`src/rtl/switch_port_stats.sv`:
```
// switch_port_stats: per-port ingress accept/drop and egress delivery counters
// for the N-port switch, with a live in-flight total, snapshot shadows and a
// registered read port. Counters either clamp at all-ones or wrap.
module switch_port_stats #(
  parameter int NUM_PORTS = 4,
  parameter int CNT_W     = 32,
  parameter int SATURATE  = 1
) (
  input  logic                           clk,
  input  logic                           rst_n,
  input  logic [NUM_PORTS-1:0]           ing_valid,
  input  logic [NUM_PORTS-1:0]           ing_full,
  input  logic [NUM_PORTS*NUM_PORTS-1:0] ing_target,
  input  logic [NUM_PORTS-1:0]           egr_valid,
  input  logic                           clr,
  input  logic                           snap,
  input  logic                           rd_en,
  input  logic [$clog2(NUM_PORTS)-1:0]   rd_port,
  input  logic [1:0]                     rd_sel,
  output logic [CNT_W-1:0]               rd_data,
  output logic                           rd_valid,
  output logic [CNT_W-1:0]               inflight,
  output logic [NUM_PORTS-1:0]           sat_flag,
  output logic                           err_underflow
);

  localparam int IX_W = $clog2(NUM_PORTS);
  // Width of a popcount over one NUM_PORTS-bit mask.
  localparam int PW   = $clog2(NUM_PORTS + 1);
  // Width of the per-cycle accepted-weight sum over all ports.
  localparam int SW   = $clog2(NUM_PORTS * NUM_PORTS + 1);
  // Extended width for the in-flight arithmetic before resolving.
  localparam int EW   = CNT_W + SW;
  localparam logic [CNT_W-1:0] CNT_MAX = '1;

  typedef logic [CNT_W-1:0] cnt_t;

  // Live counters
  cnt_t acc_q   [NUM_PORTS];
  cnt_t acc_d   [NUM_PORTS];
  cnt_t drop_q  [NUM_PORTS];
  cnt_t drop_d  [NUM_PORTS];
  cnt_t deliv_q [NUM_PORTS];
  cnt_t deliv_d [NUM_PORTS];
  cnt_t inflight_q, inflight_d;
  logic [NUM_PORTS-1:0] sat_flag_q, sat_flag_d;
  logic err_underflow_q, err_underflow_d;

  // Snapshot shadows
  cnt_t sh_acc_q   [NUM_PORTS];
  cnt_t sh_acc_d   [NUM_PORTS];
  cnt_t sh_drop_q  [NUM_PORTS];
  cnt_t sh_drop_d  [NUM_PORTS];
  cnt_t sh_deliv_q [NUM_PORTS];
  cnt_t sh_deliv_d [NUM_PORTS];
  cnt_t sh_inflight_q, sh_inflight_d;

  // Read port
  cnt_t rd_data_q, rd_data_d;
  logic rd_valid_q, rd_valid_d;

  function automatic logic [PW-1:0] popcnt(input logic [NUM_PORTS-1:0] v);
    logic [PW-1:0] n;
    n = '0;
    for (int i = 0; i < NUM_PORTS; i++) n = n + PW'(v[i]);
    return n;
  endfunction

  // Adds inc to cnt; bit CNT_W of the result flags saturation (clamp mode)
  // or wrap-around (wrap mode), the low CNT_W bits are the new count.
  function automatic logic [CNT_W:0] bump(input cnt_t cnt, input logic [PW-1:0] inc);
    logic [CNT_W:0] sum;
    sum = {1'b0, cnt} + {{(CNT_W + 1 - PW){1'b0}}, inc};
    if (SATURATE != 0) begin
      if (inc != '0 && sum >= {1'b0, CNT_MAX}) return {1'b1, CNT_MAX};
      return {1'b0, sum[CNT_W-1:0]};
    end
    return sum;
  endfunction

  // Live counter, in-flight and sticky-flag next state; clr overrides all events.
  always_comb begin : live_next
    logic [PW-1:0]    w;
    logic [CNT_W:0]   r;
    logic [SW-1:0]    acc_sum;
    logic [PW-1:0]    egr_cnt;
    logic [EW-1:0]    pos;
    logic [EW-1:0]    diff;
    // NOTE: every comb output gets a default first so no path can infer a latch.
    acc_d           = acc_q;
    drop_d          = drop_q;
    deliv_d         = deliv_q;
    inflight_d      = inflight_q;
    sat_flag_d      = sat_flag_q;
    err_underflow_d = err_underflow_q;
    w       = '0;
    r       = '0;
    acc_sum = '0;
    diff    = '0;

    for (int p = 0; p < NUM_PORTS; p++) begin
      w = popcnt(ing_target[p*NUM_PORTS +: NUM_PORTS]);
      if (ing_valid[p]) begin
        if (ing_full[p]) begin
          r         = bump(drop_q[p], w);
          drop_d[p] = r[CNT_W-1:0];
        end else begin
          r         = bump(acc_q[p], w);
          acc_d[p]  = r[CNT_W-1:0];
          acc_sum   = acc_sum + SW'(w);
        end
        sat_flag_d[p] = sat_flag_d[p] | r[CNT_W];
      end
      if (egr_valid[p]) begin
        r             = bump(deliv_q[p], PW'(1));
        deliv_d[p]    = r[CNT_W-1:0];
        sat_flag_d[p] = sat_flag_d[p] | r[CNT_W];
      end
    end

    // In-flight total is resolved in a wider domain so that neither the
    // negative nor the overflow case is lost before clamping.
    egr_cnt = popcnt(egr_valid);
    pos     = EW'(inflight_q) + EW'(acc_sum);
    if (pos < EW'(egr_cnt)) begin
      inflight_d      = '0;
      err_underflow_d = 1'b1;
    end else begin
      diff = pos - EW'(egr_cnt);
      if (diff > EW'(CNT_MAX) && SATURATE != 0) inflight_d = CNT_MAX;
      else                                      inflight_d = diff[CNT_W-1:0];
    end

    if (clr) begin
      for (int p = 0; p < NUM_PORTS; p++) begin
        acc_d[p]   = '0;
        drop_d[p]  = '0;
        deliv_d[p] = '0;
      end
      inflight_d      = '0;
      sat_flag_d      = '0;
      err_underflow_d = 1'b0;
    end
  end

  // Shadows capture the pre-update live values on snap and are untouched by clr.
  always_comb begin
    sh_acc_d      = sh_acc_q;
    sh_drop_d     = sh_drop_q;
    sh_deliv_d    = sh_deliv_q;
    sh_inflight_d = sh_inflight_q;
    if (snap) begin
      sh_acc_d      = acc_q;
      sh_drop_d     = drop_q;
      sh_deliv_d    = deliv_q;
      sh_inflight_d = inflight_q;
    end
  end

  // Read mux over the current shadow contents; data holds when no read is issued.
  always_comb begin
    rd_valid_d = rd_en;
    rd_data_d  = rd_data_q;
    if (rd_en) begin
      if (rd_sel == 2'd3) begin
        rd_data_d = sh_inflight_q;
      end else if ({1'b0, rd_port} >= (IX_W + 1)'(NUM_PORTS)) begin
        rd_data_d = '0;
      end else begin
        case (rd_sel)
          2'd0:    rd_data_d = sh_acc_q[rd_port];
          2'd1:    rd_data_d = sh_drop_q[rd_port];
          default: rd_data_d = sh_deliv_q[rd_port];
        endcase
      end
    end
  end

  // State registers; asynchronous reset clears every counter, shadow and output.
  always_ff @(posedge clk or negedge rst_n) begin
    if (!rst_n) begin
      // NOTE: the counter and shadow arrays are reset explicitly because their
      // contents are architecturally visible right after reset.
      for (int p = 0; p < NUM_PORTS; p++) begin
        acc_q[p]      <= '0;
        drop_q[p]     <= '0;
        deliv_q[p]    <= '0;
        sh_acc_q[p]   <= '0;
        sh_drop_q[p]  <= '0;
        sh_deliv_q[p] <= '0;
      end
      inflight_q      <= '0;
      sat_flag_q      <= '0;
      err_underflow_q <= 1'b0;
      sh_inflight_q   <= '0;
      rd_data_q       <= '0;
      rd_valid_q      <= 1'b0;
    end else begin
      // NOTE: non-blocking assignments so every register samples pre-edge values.
      acc_q           <= acc_d;
      drop_q          <= drop_d;
      deliv_q         <= deliv_d;
      inflight_q      <= inflight_d;
      sat_flag_q      <= sat_flag_d;
      err_underflow_q <= err_underflow_d;
      sh_acc_q        <= sh_acc_d;
      sh_drop_q       <= sh_drop_d;
      sh_deliv_q      <= sh_deliv_d;
      sh_inflight_q   <= sh_inflight_d;
      rd_data_q       <= rd_data_d;
      rd_valid_q      <= rd_valid_d;
    end
  end

  assign rd_data       = rd_data_q;
  assign rd_valid      = rd_valid_q;
  assign inflight      = inflight_q;
  assign sat_flag      = sat_flag_q;
  assign err_underflow = err_underflow_q;

endmodule
```
`config.mk`:
```
export PLATFORM = sky130hd
export DESIGN_NAME = switch_port_stats
export DESIGN_NICKNAME = d
export VERILOG_FILES = /design/src/rtl/switch_port_stats.sv
export SDC_FILE = /design/constraint.sdc
export NUM_CORES = 2
export LEC_CHECK = 0
export CAP_MARGIN = 5
export CORE_MARGIN = 4
export CORE_UTILIZATION = 55
export CTS_BUF_LIST = sky130_fd_sc_hd__clkbuf_4
export DETAILED_ROUTE_END_ITERATION = 8
export GPL_TIMING_DRIVEN = 0
export PLACE_DENSITY = 0.75
export SYNTH_ARGS = -nofsm -noshare
export SYNTH_HDL_FRONTEND = slang
export SYNTH_SLANG_ARGS = --single-unit
```
`constraint.sdc`:
```
create_clock -name clk -period 3.4 [get_ports clk]
set_input_delay 0.51 -clock clk [delete_from_list [all_inputs] [get_ports clk]]
set_output_delay 0.51 -clock clk [all_outputs]
set_load 0.01 [all_outputs]
```
==> Yosys cells after proc, flatten, opt, wreduce, memory -nomap -nowiden <==
Index checks and enable logic that the tools add are counted.
W data, S select, Z words.
{ "classes": {"eq_ne": 6, "add_sub_neg": 32, "n_reduce_logical": 34, "magnitude_cmp": 15, "bitwise_logic": 9, "n_mux": 156} }
{ "ops": {"columns": ["cell", "n"], "rows": [
  ["$mux W33", 48],
  ["$mux W32", 30],
  ["$ge A33 B32 Y1 const B", 12],
  ["$mux W128", 3],
  ["$add A32 B3 Y33", 8],
  ["$bmux W32 S2", 3],
  ["$add A32 B1 Y33 const B", 4],
  ["$pmux W32 S2", 1],
  ["$mux W1", 62],
  ["$gt A37 B32 Y1 const B", 1],
  ["$mux W5", 7],
  ["$sub A33 B3 Y34", 1],
  ["$add A32 B5 Y33", 1],
  ["$lt A33 B3 Y1", 1],
  ["$reduce_bool A2 Y1", 13],
  ["$reduce_and A2 Y1", 8],
  ["$add A2 B1 Y3", 5],
  ["$add A3 B1 Y3", 5],
  ["$add A5 B3 Y5", 3],
  ["$reduce_bool A3 Y1", 4],
  ["$add A1 B1 Y2", 5],
  ["$logic_and A1 B1 Y1", 8],
  ["$ne A2 B1 Y1 const B", 4],
  ["$or A1 B1 Y1", 8],
  ["other kinds (7)", 7]
]} }
{ "word_totals": {"inputBits": 37, "regBits": 870, "out_inout_bits": 70} }

==> Longest topological paths before layout <==
{ "logic_depth": {"word_depth": 20, "depth_mapped": 29, "ltp_nobuf": 28} }

==> Worst setup path before layout <==
No wires, ideal clock.
{ "synth_timing": {"path_kind": "input-to-reg", "from": "input port ing_target[0]", "to": "register inflight_q[24], in the netlist inflight[24]", "setup_time_ns": 0.087, "path_stages": 25, "slack_ns": -3.239, "n_path_buf": 0, "arrival_time_ns": 6.552, "path_cell_list": "fa_1 > ha_1 > ha_1 > nand2_1 > inv_1 > fa_1 > a21oi_1 > fa_1 > mux2i_1 > ha_1 > a21o_1 > a21oi_1 > nor2_1 > xnor2_1 > xnor2_1 > ha_1 > o211ai_2 > o21a_4 > nor3_1 > xnor2_1 > nand4_2 > nor4_4 > a21oi_1 > or4b_1 > o211ai_1"} }
{ "synth_between": {"elab_chain_cells": 20, "word_cells_on_any_way": 21} }
{ "synth_rtl": {"columns": ["item", "line", "text"], "rows": [
  ["start, declared", "13", "input logic [NUM_PORTS*NUM_PORTS-1:0] ing_target,"],
  ["$add A1 B1 Y2 *", "65", "for (int i = 0; i < NUM_PORTS; i++) n = n + PW'(v[i]);"],
  ["$add A2 B1 Y3 *", "65", null],
  ["$add A3 B1 Y3 *", "65", null],
  ["$mux W3 *", "104", "if (ing_full[p]) begin"],
  ["$mux W5 *", "103", "if (ing_valid[p]) begin"],
  ["$add A5 B3 Y5", "110", "acc_sum = acc_sum + SW'(w);"],
  ["$mux W5", "104", null],
  ["$mux W5 *", "103", null],
  ["(+5 left out)", null, null],
  ["$mux W5 *", "103", null],
  ["$add A32 B5 Y33 *", "124", "pos = EW'(inflight_q) + EW'(acc_sum);"],
  ["$sub A33 B3 Y34", "129", "diff = pos - EW'(egr_cnt);"],
  ["$gt A37 B32 Y1", "130", "if (diff > EW'(CNT_MAX) && SATURATE != 0) inflight_d = CNT_MAX;"],
  ["$mux W32", "130", null],
  ["$mux W32 *", "125", "if (pos < EW'(egr_cnt)) begin"],
  ["$mux W32 *", "134", "if (clr) begin"],
  ["via inflight_d[24]", "45", "cnt_t inflight_q, inflight_d;"],
  ["end signal, assigned", "203", "inflight_q <= inflight_d;"],
  ["end, declared", "45", null]
]} }
The timed path passes the listed nets; every way through them passes the cells marked *.
A chain may end at the register's enable or synchronous reset.

==> Worst setup path after layout <==
{ "layout_timing": {"from": "input port ing_target[0]", "to": "register inflight_q[25], in the netlist inflight[25]"} }
Same word-level chain as after synthesis.

==> results_dict.tcl <==
set metrics [dict create \
    status "complete, but fails checks" \
    violations "negative setup slack" \
    path_clk_slew_ns 0.07 \
    fin_tns_setup_ns -89.34 \
    synth_edf_count 0 \
    placedCellCount 5719 \
    slowest_delay_ns 0.61 \
    maxCapViolations 0 \
    fin_skew_ns 0.0971 \
    ioPinCount 107 \
    p_total_mw 26.1 \
    cp_max_fo 7 \
    p_int_mw 17.9 \
    grt_max_degree 124 \
    crit_path_start_kind "input port" \
    met2_usage_pct 51.5 \
    ir_worst_vdd_uv 392 \
    period_needed_ns 5.79 \
    power_frac_comb_pct 21.6 \
    worst_pin_slew_ns 1.38 \
    worst_slack_ns -2.39 \
    gr-usage-met3_pct 7.58 \
    yosysSeqAreaShare_pct 45.3 \
    final_cell_mix "dfrtp_1, mux2_2, clkbuf_4" \
    cts_max_level 4 \
    antenna_found_initial 8 \
    rows 108 \
    final_layout_size_suffix_gt1_share_pct 28.9 \
    io_buffers 101 \
    synthesis.instances 4456 \
    ys_top_cells_by_area "dfrtp_1, mux2_2, mux4_2" \
    viasPerCell 6.46 \
    areaGrowthSynthToFinish_pct 17.3 \
    overflow 0 \
    track_usage_pct 34.0 \
    postRouteAntennaNets 0 \
    core-area_um2 86800 \
    ys_seq_elements 870 \
    synth_fp_nets 4570 \
    num-nets-final 5020 \
    wl_per_cell_um 25.7 \
    grt.busiest_layer "met2" \
    p_switching_mw 8.19 \
    gp_congestion 0.994 \
    fillers 6743 \
    critPathRequiredTime_ns 4.44 \
    yosysWarnings 0 \
    crit_arrival_ns 6.83 \
    min_period_over_period_pct 170 \
    finalNonFillerCells 6227 \
    fin_area_um2 56400 \
    hold_path.class "in2async" \
    sw_frac_of_total_pct 31.4 \
    syn_area_per_cell_um2 10.8 \
    max_freq_mhz 173 \
    endpoint_kind "register" \
    use_met1_pct 45.5 \
    synth_area_leader_cell "dfrtp_1" \
    numCtsBuffers 226 \
    dr_total_vias 40200 \
    clock-root-buffer "clkbuf_4" \
    criticalPathCategory "in2reg" \
    slew_headroom_pct 8.17 \
    power.share.clock_pct 35.0 \
    wl_um 160000 \
    rsz0062_at_grt "true" \
    power_density_nw_per_um2 463 \
    die_w_um 304 \
    netlist.area_leader.share_pct 45.3 \
    grt_first_pass_wirelength_um 241000 \
    cts_tree "done" \
    seq_power_share_pct 43.4 \
    place_hpwl_um 116000 \
    start_util_pct 55.4 \
    die_y_um 304 \
    maxSlewViolCount 0 \
    seq_area_um2 21800 \
    insertion_delay_ns 1.19 \
    finalSetupViolations 195 \
    grt_pass1_vias 38600 \
    hold_viol 0 \
    first_iter_violations 4552 \
    p_leak_nw 24.3 \
    synthFlopType "dfrtp_1" \
    placed_area_um2 51300 \
    clkSinkCount 870 \
    dr.pass1.iters 7 \
    cpMaxStageDelayCell "fa_2" \
    multi_input_area_um2 26100 \
    layout_commonest_cell "dfrtp_1" \
    clock_path_buffers 3 \
    drc_errors 0 \
    synth.cell_area_um2 48100 \
    synth_cell_type_count 102 \
    async_reset_ff_share_pct 100 \
    die_area_um2 92200 \
]
[path summary, 6_finish.rpt]
path                               start             to  slack, ns  cells after the start
max                        ing_target[0]   inflight[25]      -2.39                     29
min                                rst_n      acc_q[74]       0.05                      2
max reg2reg                  inflight[0]   inflight[25]      -0.54                     16
min reg2reg                sh_drop_q[34]  sh_drop_q[34]       0.50                      1
max in group asynchronous          rst_n    deliv_q[43]       1.24                      5
min in group clk               rd_sel[1]     rd_data[0]       0.08                      3
[state kept, by name, summed over array words and instances (netlist names)]
signal	count
sh_deliv_q	128
deliv_q	128
rd_data	32
acc_q	128
sat_flag	4
err_underflow	1
sh_drop_q	128
drop_q	128
inflight	32
rd_valid	1
sh_acc_q	128
sh_inflight_q	32
[area by class of cell]
type / count / area share [%]
inverters: 93 / 0.648
diodes: 8 / 0.0355
repair buffers: 229 / 4.19
clock buffers: 328 / 4.37
well taps: 1155 / 2.56
multi-input cells: 3202 / 46.4
flip-flops and latches: 870 / 38.6
plain buffers: 284 / 2.60
clock inverters: 58 / 0.601
[synth_stat cells (9+ instances only)]
master and instances:
nor2b_1 22, o211ai_1 24, o21ai_0 327, a31oi_1 52, a211oi_1 35, mux2_2 452
mux2i_1 21, buf_4 12, nor4_2 9, a21oi_1 117, inv_1 93, nor4b_1 12
buf_2 34, xor2_1 202, nand3_1 179, o31ai_1 9, nand2b_1 29, nor3_1 111
mux4_2 128, xnor2_1 150, buf_1 16, o21a_1 10, and2_1 30, or4_1 11
nand2_1 291, a21oi_2 31, nand4b_1 13, o22ai_1 20, nor4_1 73, a21o_1 15
nor2_1 293, or3_1 16, and4_1 37, dfrtp_1 870, a311oi_1 28, nand4_1 108
nor3b_1 11, ha_1 59, nand3b_1 9, o211a_1 10, clkbuf_1 224, fa_1 18
and3_1 98
[per-layer routing]
| metal | share of wire [%] | up-vias |
|---|---|---|
| met5 | 0.027 | - |
| met4 | 6.6 | 6 |
| met3 | 9.4 | 496 |
| met2 | 45 | 2140 |
| met1 | 39 | 20200 |
| li1 | - | 17400 |
[what timing repair did]
item / 4_1_cts / 5_1_grt
hold buffers: 2 / 0
setup buffers: 75 / 34
gates resized for setup: 193 / 153
setup endpoints to repair: 318 / 366
cloned: 8 / 3
hold endpoints to repair: 107 / 0
pin swaps: 80 / 66
[power by group through the flow]
stage	clock [mW]	sequential [mW]	combinational, mW
2_1_floorplan	0	11.2	2.97
3_3_place_gp	0	11.5	4.40
3_5_place_dp	0	11.5	4.53
4_1_cts	9.24	11.3	5.23
5_1_grt	9.82	11.3	6.00
6_report	9.13	11.3	5.63
[cells by family (layout without fill, tap and decap cells)]
logic type,count (synthesis),count (layout),share of synthesized area (%)
AO/OA/AOI/OAI,760,760,10.0
flip-flops,870,870,45.3
adder cells (fa/ha/maj),77,77,2.29
other,0,8,0
AND/OR/NAND/NOR,1411,1411,15.7
buffers and inverters,384,992,3.25
multiplexers,602,602,17.1
XOR/XNOR,352,352,6.41
[through the flow]
| stage | util (%) | setup slack (ns) | hold WS [ns] |
|---|---|---|---|
| final | 65.0 | -2.39 | 0.0531 |
| after floorplan | - | -3.00 | 0.214 |
| after global routing | 65.0 | -2.53 | 0.0682 |
| after CTS | 64.0 | -2.35 | 0.00300 |
| after detailed placement | 59.2 | -5.11 | 0.491 |
| after global placement | 58.9 | -37.42 | 0.483 |
[critical path: cells and delay by family]
| kind | cells | cell delay (ns) |
|---|---|---|
| adders and majority gates | 7 | 2.83 |
| buffers and inverters | 5 | 0.62 |
| and+or+nand+nor | 8 | 1.23 |
| muxes | 1 | 0.08 |
| AOI/OAI and AO/OA | 8 | 1.54 |
(Power assumes the default switching activity.)
==> patch: new RTL, same flow settings <==
Change the parameter `CNT_W` from 32 to 16.
--- a/src/rtl/switch_port_stats.sv
+++ b/src/rtl/switch_port_stats.sv
@@ -3,7 +3,7 @@
 // registered read port. Counters either clamp at all-ones or wrap.
 module switch_port_stats #(
   parameter int NUM_PORTS = 4,
-  parameter int CNT_W     = 32,
+  parameter int CNT_W     = 16,
   parameter int SATURATE  = 1
 ) (
   input  logic                           clk,
Ports: changed (resized inflight and rd_data); port bits go from 107 to 75. The function was not compared with the original's and may differ.
==> patch against the original RTL <==
The run still ends with setup timing left; sequential cell count is 432 lower; area after synthesis is 50% lower; total power shrank 49%; cell count fell by 49%; worst hold slack better by 0.074 ns; cell area fell by 50%; routed wire length fell by 55%; count of clock-buffer cells in the layout is 165 lower; critical path depth decreased by 3; global-route usage is 4.1 points lower; synthesized cell count decreased by 50%; setup slack improved by 0.27 ns.
==> patch: results (changes against the original RTL) <==
Outcome
  – Outcome: complete, but fails checks (unchanged)
  – Failing checks: setup timing (unchanged)

Synth
  – Synthesized area per cell: 10.8 um2 (about the same)
  – Cell variety after synth: 86 (was 102)
  – Syn nets: 2357 (was 4570)
  – Area contributors post-synth: dfrtp_1, mux2_2, mux4_2 (unchanged)

Clock tree
  – H-tree Lvls: 3 (was 4)
  – TritonCTS buffer count: 117 (was 226)

Setup path
  – Worst reg-to-reg setup slack: 0.08 ns (was -0.54 ns)
  – CP max-delay cell: fa_1 (was fa_2)
  – Largest stage delay, worst path: 0.52 ns (was 0.61 ns)
  – Critical Path AT: 6.27 ns (was 6.83 ns)
  – Worst reg2reg path depth: 13 (was 16)
  – End of the worst register-to-register path: inflight[5] (was inflight[25])

Placed design
  – Dpl cell area: 26100 um2 (was 51300 um2)
  – Worst slack at placement: -3.89 ns (was -5.11 ns)
  – DP HPWL: 51900 um (was 116000 um)
  – IO Port Bufs: 69 (was 101)

STA
  – Worst Max-Slew Pin Slew: 0.977 ns (was 1.38 ns)
  – Layout Skew: 0.0486 ns (was 0.0971 ns)
  – Final setup violation count: 17 (was 195)
  – Setup ws final: -2.13 ns (was -2.39 ns)

Drt
  – WL met2: 32300 um (was 71900 um)
  – WL final: 72000 um (was 160000 um)
  – First-pass iteration count of the detailed router: 5 (was 7)
  – Vias per cell: 6.29 (was 6.46)
  – M1 wire length: 29900 um (was 62700 um)

Cells and area
  – Seq cells: 438 (was 870)
  – Non-clk bufs: 250 (was 513)
  – Clk tree area frac: 4.82% (was 4.97%)
  – Fill cell count: 3389 (was 6743)
  – Layout non-clock buf frac: 6.43% (was 6.78%)
  – Area grow syn2layout: 16.8% (was 17.3%)
  – N_diodes: 4 (was 8)
  – Fraction of area in multi-input gates: 46.4% (about the same)

Floorplan
  – Std cell rows: 76 (was 108)

Global routing
  – Vias in the first global route: 19200 (was 38600)

Pwr
  – VDD IR max: 0.000484 V (was 0.000392 V)
## patch: logic make-up after synthesis
| group | Yosys count | synth area share (%) |
|---|---|---|
| simple gates | 634 | 13.0 |
| xor+xnor | 142 | 5.13 |
| fa+ha+maj | 77 | 4.53 |
| buf+inv | 196 | 3.19 |
| flops | 438 | 45.2 |
| compound gates | 454 | 11.9 |
| mux | 302 | 17.0 |
## patch: how the worst max path moves through the flow
stage             startpoint              to  slack (ns)  cells after the start
6_report       ing_target[0]     inflight[5]       -2.13                     26
5_1_grt        ing_target[0]     inflight[5]       -2.20                     28
4_1_cts        ing_target[0]    inflight[12]       -2.09                     27
3_5_place_dp   ing_target[3]    inflight[14]       -3.89                     29
3_3_place_gp           rst_n  sh_deliv_q[18]      -17.18                      1
2_1_floorplan  ing_target[3]    inflight[10]       -2.61                     25
